`config.mk`:
```
export PLATFORM = sky130hd
export DESIGN_NAME = alu_sched
export DESIGN_NICKNAME = d
export VERILOG_FILES = /design/src/rtl/alu_sched.sv
export SDC_FILE = /design/constraint.sdc
export NUM_CORES = 1
export LEC_CHECK = 0
export ABC_AREA = 1
export BUFFER_PORTS_ARGS = -buffer_cell sky130_fd_sc_hd__buf_2
export CORE_MARGIN = 2
export CORE_UTILIZATION = 45
export CTS_CLUSTER_DIAMETER = 30
export DETAILED_ROUTE_END_ITERATION = 16
export PLACE_DENSITY = 0.78
export SYNTH_ARGS = -nofsm -noshare
export SYNTH_HDL_FRONTEND = slang
export SYNTH_SLANG_ARGS = --single-unit
```
`constraint.sdc`:
```
create_clock -name clk -period 1.8 [get_ports clk]
set_clock_uncertainty 0.05 [all_clocks]
set_input_delay 0 -clock clk [delete_from_list [all_inputs] [get_ports clk]]
set_output_delay 0 -clock clk [all_outputs]
set_load 0.02 [all_outputs]
```
`src/rtl/alu_sched.sv`:
```
// Round-robin scheduler sharing one 16-bit ALU between NREQ requesters, iterating each op rep+1 times.
// Define ALU_SCHED_PERF_EN to add the perf_ops completed-response counter output.
module alu_sched #(
    parameter int unsigned NREQ = 2,
    parameter int unsigned RW   = 4
) (
    input  logic               clk,
    input  logic               reset,
    input  logic [NREQ-1:0]    req_valid,
    output logic [NREQ-1:0]    req_ready,
    input  logic [NREQ*4-1:0]  req_op,
    input  logic [NREQ*16-1:0] req_a,
    input  logic [NREQ*16-1:0] req_b,
    input  logic [NREQ*RW-1:0] req_rep,
    output logic               rsp_valid,
    input  logic               rsp_ready,
    output logic [1:0]         rsp_id,
    output logic [15:0]        rsp_data,
    output logic               rsp_carry,
    output logic [15:0]        alu_a,
    output logic [15:0]        alu_b,
    output logic [3:0]         alu_sel,
    input  logic [15:0]        alu_out,
    input  logic               alu_carry
`ifdef ALU_SCHED_PERF_EN
    ,
    output logic [15:0]        perf_ops
`endif
);

    typedef enum logic [1:0] {StIdle, StExec, StDone} state_e;

    localparam logic [RW-1:0] RepOne  = RW'(1);
    localparam logic [1:0]    LastIdx = 2'(NREQ - 1);
    localparam logic [2:0]    NreqW   = 3'(NREQ);

    state_e        state;
    logic [1:0]    rr_ptr;
    logic [3:0]    op_r;
    logic [15:0]   acc;
    logic [15:0]   b_r;
    logic [RW-1:0] cnt;
    logic [1:0]    id_r;
    logic          carry_acc;

    // Requester fields padded out to four slots so a 2-bit index always fits exactly.
    logic [3:0]    valid4;
    logic [3:0]    op_arr  [4];
    logic [15:0]   a_arr   [4];
    logic [15:0]   b_arr   [4];
    logic [RW-1:0] rep_arr [4];

    for (genvar g = 0; g < 4; g++) begin : g_unpack
        if (g < NREQ) begin : g_act
            assign valid4[g]  = req_valid[g];
            assign op_arr[g]  = req_op[4*g +: 4];
            assign a_arr[g]   = req_a[16*g +: 16];
            assign b_arr[g]   = req_b[16*g +: 16];
            assign rep_arr[g] = req_rep[RW*g +: RW];
        end else begin : g_pad
            assign valid4[g]  = 1'b0;
            assign op_arr[g]  = '0;
            assign a_arr[g]   = '0;
            assign b_arr[g]   = '0;
            assign rep_arr[g] = '0;
        end
    end

    logic       gnt_found;
    logic [1:0] gnt_idx;
    logic [2:0] scan_sum;
    logic [1:0] gnt_next;
    logic [3:0] ready4;
    logic       accept;

    always_comb begin
        gnt_found = 1'b0;
        gnt_idx   = '0;
        scan_sum  = '0;
        for (int unsigned k = 0; k < NREQ; k++) begin
            scan_sum = {1'b0, rr_ptr} + 3'(k);
            if (scan_sum >= NreqW) begin
                scan_sum = scan_sum - NreqW;
            end
            if (!gnt_found && valid4[scan_sum[1:0]]) begin
                gnt_found = 1'b1;
                gnt_idx   = scan_sum[1:0];
            end
        end
    end

    assign gnt_next = (gnt_idx == LastIdx) ? 2'd0 : gnt_idx + 2'd1;
    assign accept   = (state == StIdle) && gnt_found;

    always_comb begin
        ready4 = 4'b0000;
        if (accept && !reset) begin
            ready4 = 4'b0001 << gnt_idx;
        end
        req_ready = ready4[NREQ-1:0];
    end

    // Outside EXEC the ALU is parked on pass-A so it never sees a stale op.
    always_comb begin
        alu_a   = acc;
        alu_b   = b_r;
        alu_sel = (state == StExec) ? op_r : 4'b1111;
    end

`ifdef ALU_SCHED_PERF_EN
    logic [15:0] perf_cnt;
    assign perf_ops = perf_cnt;
`endif

    always_ff @(posedge clk) begin
        if (reset) begin
            state     <= StIdle;
            rr_ptr    <= '0;
            op_r      <= '0;
            acc       <= '0;
            b_r       <= '0;
            cnt       <= '0;
            id_r      <= '0;
            carry_acc <= 1'b0;
            rsp_valid <= 1'b0;
            rsp_data  <= '0;
            rsp_carry <= 1'b0;
            rsp_id    <= '0;
`ifdef ALU_SCHED_PERF_EN
            perf_cnt  <= '0;
`endif
        end else begin
            unique case (state)
                StIdle: begin
                    if (accept) begin
                        op_r      <= op_arr[gnt_idx];
                        acc       <= a_arr[gnt_idx];
                        b_r       <= b_arr[gnt_idx];
                        cnt       <= rep_arr[gnt_idx];
                        id_r      <= gnt_idx;
                        carry_acc <= 1'b0;
                        rr_ptr    <= gnt_next;
                        state     <= StExec;
                    end
                end
                StExec: begin
                    acc       <= alu_out;
                    carry_acc <= carry_acc | alu_carry;
                    if (cnt == '0) begin
                        rsp_data  <= alu_out;
                        rsp_carry <= carry_acc | alu_carry;
                        rsp_id    <= id_r;
                        rsp_valid <= 1'b1;
                        state     <= StDone;
                    end else begin
                        cnt <= cnt - RepOne;
                    end
                end
                StDone: begin
                    if (rsp_ready) begin
                        rsp_valid <= 1'b0;
                        state     <= StIdle;
`ifdef ALU_SCHED_PERF_EN
                        perf_cnt  <= perf_cnt + 16'd1;
`endif
                    end
                end
                default: begin
                    state <= StIdle;
                end
            endcase
        end
    end

endmodule
```
# Word-level counts from Yosys, hierarchy flattened
# Cells that the tools add are included.
# classes
n_shift,1
reduce_logical,15
n_bitwise,2
eq_ne,7
add_sub_neg,5
n_lt_le_gt_ge,5
muxes,39
# op_table
cell,count
$mux 16,5
$bmux 16 s2,2
$pmux 16 s2,1
$mux 4,7
$mux 2,9
$bmux 4 s2,2
$reduce_and 3->1,3
$pmux 4 s2,1
$mux 1,7
$lt 2x3->1 const B,2
$ne 2x2->1 const B,3
$pmux 2 s3,1
$reduce_and 2->1,3
$bmux 1 s2,2
$eq 2x1->1 const B,2
$logic_not 4->1,1
$pmux 1 s2,2
$reduce_bool 2->1,2
$sub 2x2->2 const B,2
$sub 4x1->4 const B,1
$add 2x1->3 const B,1
$ge 3x2->1 const B,1
$ge 3x3->1 const B,1
$logic_and 1x1->1,3
9 further kinds,10
# totals
elab_cells,86
ff_bits,67
inputBits,102

# Longest topological paths before layout
# logic_depth
word_depth,14
ltp_mapped,10

# Worst setup path before layout
# Ideal clock, no wire load.
# synth_timing
path_kind,reg2reg
startpoint,register cnt[0]
endpoint,register rsp_carry
stages_incl_launch_ff,9
arrival_time_ns,1.115
t_required_ns,1.637
path_buffers,1
setup_ns,0.113
synth_period_minus_slack_ns,1.279
path_slack_ns,0.521
path_cell_list,dfxtp_1 > inv_1 > ha_1 > nand2_1 > nor2_4 > inv_2 > buf_4 > o21ai_1 > nor2_1
# synth_between
elab_chain_cells,2
# synth_lines
item,line_no,text
start: declaration,42,logic [RW-1:0] cnt;
start signal: assignment,139,cnt <= rep_arr[gnt_idx];
start signal: assignment,156,cnt <= cnt - RepOne;
$logic_not 4->1,149,if (cnt == '0) begin
$reduce_and 2->1 (no source line),n/a,
end signal: assignment,151,rsp_carry <= carry_acc | alu_carry;
end: declaration,19,"output logic rsp_carry,"
# No other way between the ends.
# A chain may end at the register's enable or synchronous reset.

# Final worst setup path
# layout_timing
startpoint,register cnt[0]
endpoint,register rsp_id[1]
# layout_between
elab_chain_cells,2
# layout_lines
item,line_no,text
$logic_not 4->1,149,
$reduce_and 2->1 (no source line),n/a,
end signal: assignment,152,rsp_id <= id_r;
end: declaration,17,"output logic [1:0] rsp_id,"
# No other way between the ends.

==> impl_metrics.toml <==
[floorplanning]
num_io_pins = 160
die_y_um = 90.3
core_mm2 = 0.00721
row_count = 31
initial_core_util_pct = 46.5
die_w_um = 90.3
die_area_mm2 = 0.00815

[grt]
busiest_layer = "met2"
grt_max_degree = 31
use_met2_pct = 51.5
antenna_found_initial = 1
grt_first_pass_wirelength_um = 18700
met3_usage_pct = 5.84
grt_usage_pct = 28.4
grt_pass1_vias = 4048
globalRouteMet1Util_pct = 31.1
grt-ovfl-total = 0

[clocking]
cts_buffers = 9
clkSinkCount = 67
clkTransAtPathRegs_ns = 0.08
insertion_delay_ns = 0.34
cts_tree = "done"
clock_path_buffers = 2
htreeDepth = 3
root_buffer = "clkbuf_8"

[drt]
dr.pass1.iters = 4
drt-initial-drc-count = 199
drc = 0
vias_per_cell = 4.96
finalWirelength_um = 11400
antenna_left = 0
vias = 4182
wl_per_cell_um = 13.5

[setup_path]
crit_path_top_delay_cell = "dfxtp_1"
crit_chain = "inv_1 -> ha_1 -> nand2_1 -> nor2_4 -> buf_4 -> o21ai_1 -> a21oi_1"
arrival_ns = 1.89
cp_top_family = "simple AND/OR/NAND/NOR gates"
crit_type = "reg -> reg"
slowest_delay_ns = 0.32
required_ns = 2.02
cp-end-kind = "flop"
critPathBufInv = 2
cp_max_fo = 11
cp-start-kind = "flop"

[final_layout]
area_growth_syn_to_layout_pct = 49.7
regArea_mm2 = 0.00134
fillCellCount = 614
instances_no_fill = 843
multi_input_area_mm2 = 0.00162
drive_gt1_share_pct = 27.2
finalNetCount = 841

[synth]
synth_top_area_share_pct = 40.0
synth.area.mux_share_pct = 0
synth.top_cells.by_area = "dfxtp_1, nand2_1, nand3_1, nor2_1, inv_1"
synth.avg_cell_area_um2 = 6.38
yosysTopAreaCell = "dfxtp_1"
synth-simple-area-share_pct = 39.2
synth_top_family_by_area = "simple AND/OR/NAND/NOR gates"
synthXorXnorAreaFrac_pct = 0.261
synth-seq-cells = 67
synthAdderAreaFrac_pct = 0.373
netlist_instances = 525
ys_types = 28
synth_compound_area_share_pct = 8.51
ys_warn_count = 0
syn-num-nets = 628
yosysSeqAreaShare_pct = 40.0
syn_area_mm2 = 0.00335

[power_and_ir_drop]
irDropWorstVdd_mv = 0.617
pwr-share-comb_pct = 43.8
p_sw_mw = 2.54
netSwitchingFraction_pct = 41.5
sequentialPowerShare_pct = 33.7
p_int_mw = 3.58
p_leak_nw = 2.73
p_clk_share_pct = 22.5
p_per_area_mw_per_mm2 = 1220

[sta]
period_needed_ns = 1.67
finalSetupViolCount = 0
hold_viol_final = 0
fmax_mhz = 598
final_max_slew_viol_count = 0
finalSetupTns_ns = 0
relSlewSlack_pct = 66.2
rsz0062_at_grt = "false"
period_share_pct = 92.9
worst_pin_slew_ns = 0.507

[placement]
port_buffers = 159
gp_congestion = 0.869
dpl.hpwl_um = 7160
placedCellCount = 765

[outcome]
status = "completed"

[run]
drv_cap = 0

[worst_hold_path]
hold_path_class = "in -> reg"
[stage by stage]
stage	hold WS [ns]	power, mW	util, %	setup slack, ns	cell area [µm²]
finish	0.00416	6.12	69.6	0.128	5020
floorplan	0.0531	3.87	-	0.521	3350
global route	0.0412	6.51	69.6	0.0166	5020
detailed placement	0.169	4.61	58.0	0.164	4190
global placement	0.151	4.53	58.0	0.285	4190
CTS	0.00374	6.08	69.5	0.144	5010
[power by group through the flow]
stage | combinational (mW) | sequential, mW | clock (mW)
final | 2.68 | 2.06 | 1.37
after global routing | 2.96 | 2.10 | 1.45
after CTS | 2.64 | 2.05 | 1.38
after detailed placement | 2.53 | 2.08 | 0
after global placement | 2.46 | 2.07 | 0
after floorplan | 1.47 | 2.41 | 0
[synthesized netlist by cell type]
master    instances
inv_2             3
or2_1             1
clkbuf_1          5
nand2_4           1
nand2_2           1
or2_2             4
buf_4             7
dfxtp_1          67
nand3b_1          1
a22oi_1           1
nor3_1            2
inv_1            46
nor2_1           47
ha_1              1
nor2_4            2
nand2_1         195
buf_6             4
o21ai_1          19
nor2_2            1
buf_1             2
a21oi_1          33
inv_4             1
buf_2            15
nand3_1          61
o31ai_1           1
o21ai_0           2
nand4_1           1
xor2_1            1
[worst register-to-register path, cell delays in order (launching register included)]
cell	delay [ns]
dfxtp_1	0.32
inv_1	0.12
ha_1	0.23
nand2_1	0.12
nor2_4	0.29
buf_4	0.25
o21ai_1	0.08
a21oi_1	0.14
[layout by cell type (no fill, tap or decap)]
cell | synthesis | layout
nand2_1 | 195 | 195
buf_2 | 15 | 159
dfxtp_1 | 67 | 67
nand3_1 | 61 | 61
dlygate4sd3_1 | 0 | 61
nor2_1 | 47 | 47
inv_1 | 46 | 46
a21oi_1 | 33 | 33
o21ai_1 | 19 | 19
buf_4 | 7 | 15
clkbuf_8 | 0 | 9
or2_2 | 4 | 4
inv_2 | 3 | 2
nor2_4 | 2 | 2
inv_4 | 1 | 2
o21ai_0 | 2 | 2
nor3_1 | 2 | 2
clkinv_4 | 0 | 2
bufinv_16 | 0 | 2
diode_2 | 0 | 1
nor2_2 | 1 | 1
nand2_2 | 1 | 1
nand4_1 | 1 | 1
xor2_1 | 1 | 1
or2_1 | 1 | 1
nand3b_1 | 1 | 1
o31ai_1 | 1 | 1
a22oi_1 | 1 | 1
nand2_4 | 1 | 1
ha_1 | 1 | 1
clkinv_2 | 0 | 1
clkinvlp_4 | 0 | 1
clkbuf_1 | 5 | 1
[layer usage]
layer	vias to the layer above	share of wire [%]
met4	0	4.4
met5	-	0
met1	1873	38
li1	2062	-
met2	198	51
met3	49	7.1
[cells by family (layout without fill, tap and decap cells)]
| family | after synthesis | count (layout) |
|---|---|---|
| and+or+nand+nor | 317 | 317 |
| xor gates and xnor gates | 1 | 1 |
| DFF | 67 | 67 |
| other | 0 | 1 |
| buffers and inverters | 83 | 301 |
| AOI/OAI and AO/OA | 56 | 56 |
| adders and majority gates | 1 | 1 |
[worst paths after layout]
path	from	to	slack, ns	cells past startpoint
worst max register to register	cnt[0]	rsp_id[1]	0.13	7
worst min register to register	id_r[1]	id_r[1]	0.40	2
worst max-delay path	cnt[0]	rsp_id[1]	0.13	7
worst min-delay path	req_a[14]	alu_a[14]	0.004	7
[sequential cells by signal (all words and copies together), names as in the netlist]
| register | cells |
|---|---|
| rsp_id | 2 |
| rsp_carry | 1 |
| carry_acc | 1 |
| alu_b | 16 |
| cnt | 4 |
| rsp_valid | 1 |
| state | 2 |
| alu_a | 16 |
| rsp_data | 16 |
| rr_ptr | 2 |
| op_r | 4 |
| id_r | 2 |
[final cells by class]
cell class	instances	area share (%)
clock inverter	6	1.80
antenna	1	0.0499
timing repair buffer	235	30.3
sequential	67	26.7
clock buffer	10	2.54
tap	99	2.47
inverter	50	3.84
multi-input combinational	375	32.3
[repair_timing]
item	4_1_cts	5_1_grt
buffers inserted	0	0
resized for setup	0	2
hold endpoints to repair	59	0
setup endpoints to repair	0	6
hold buffers	61	0
Power figures use the tool's default switching activity.
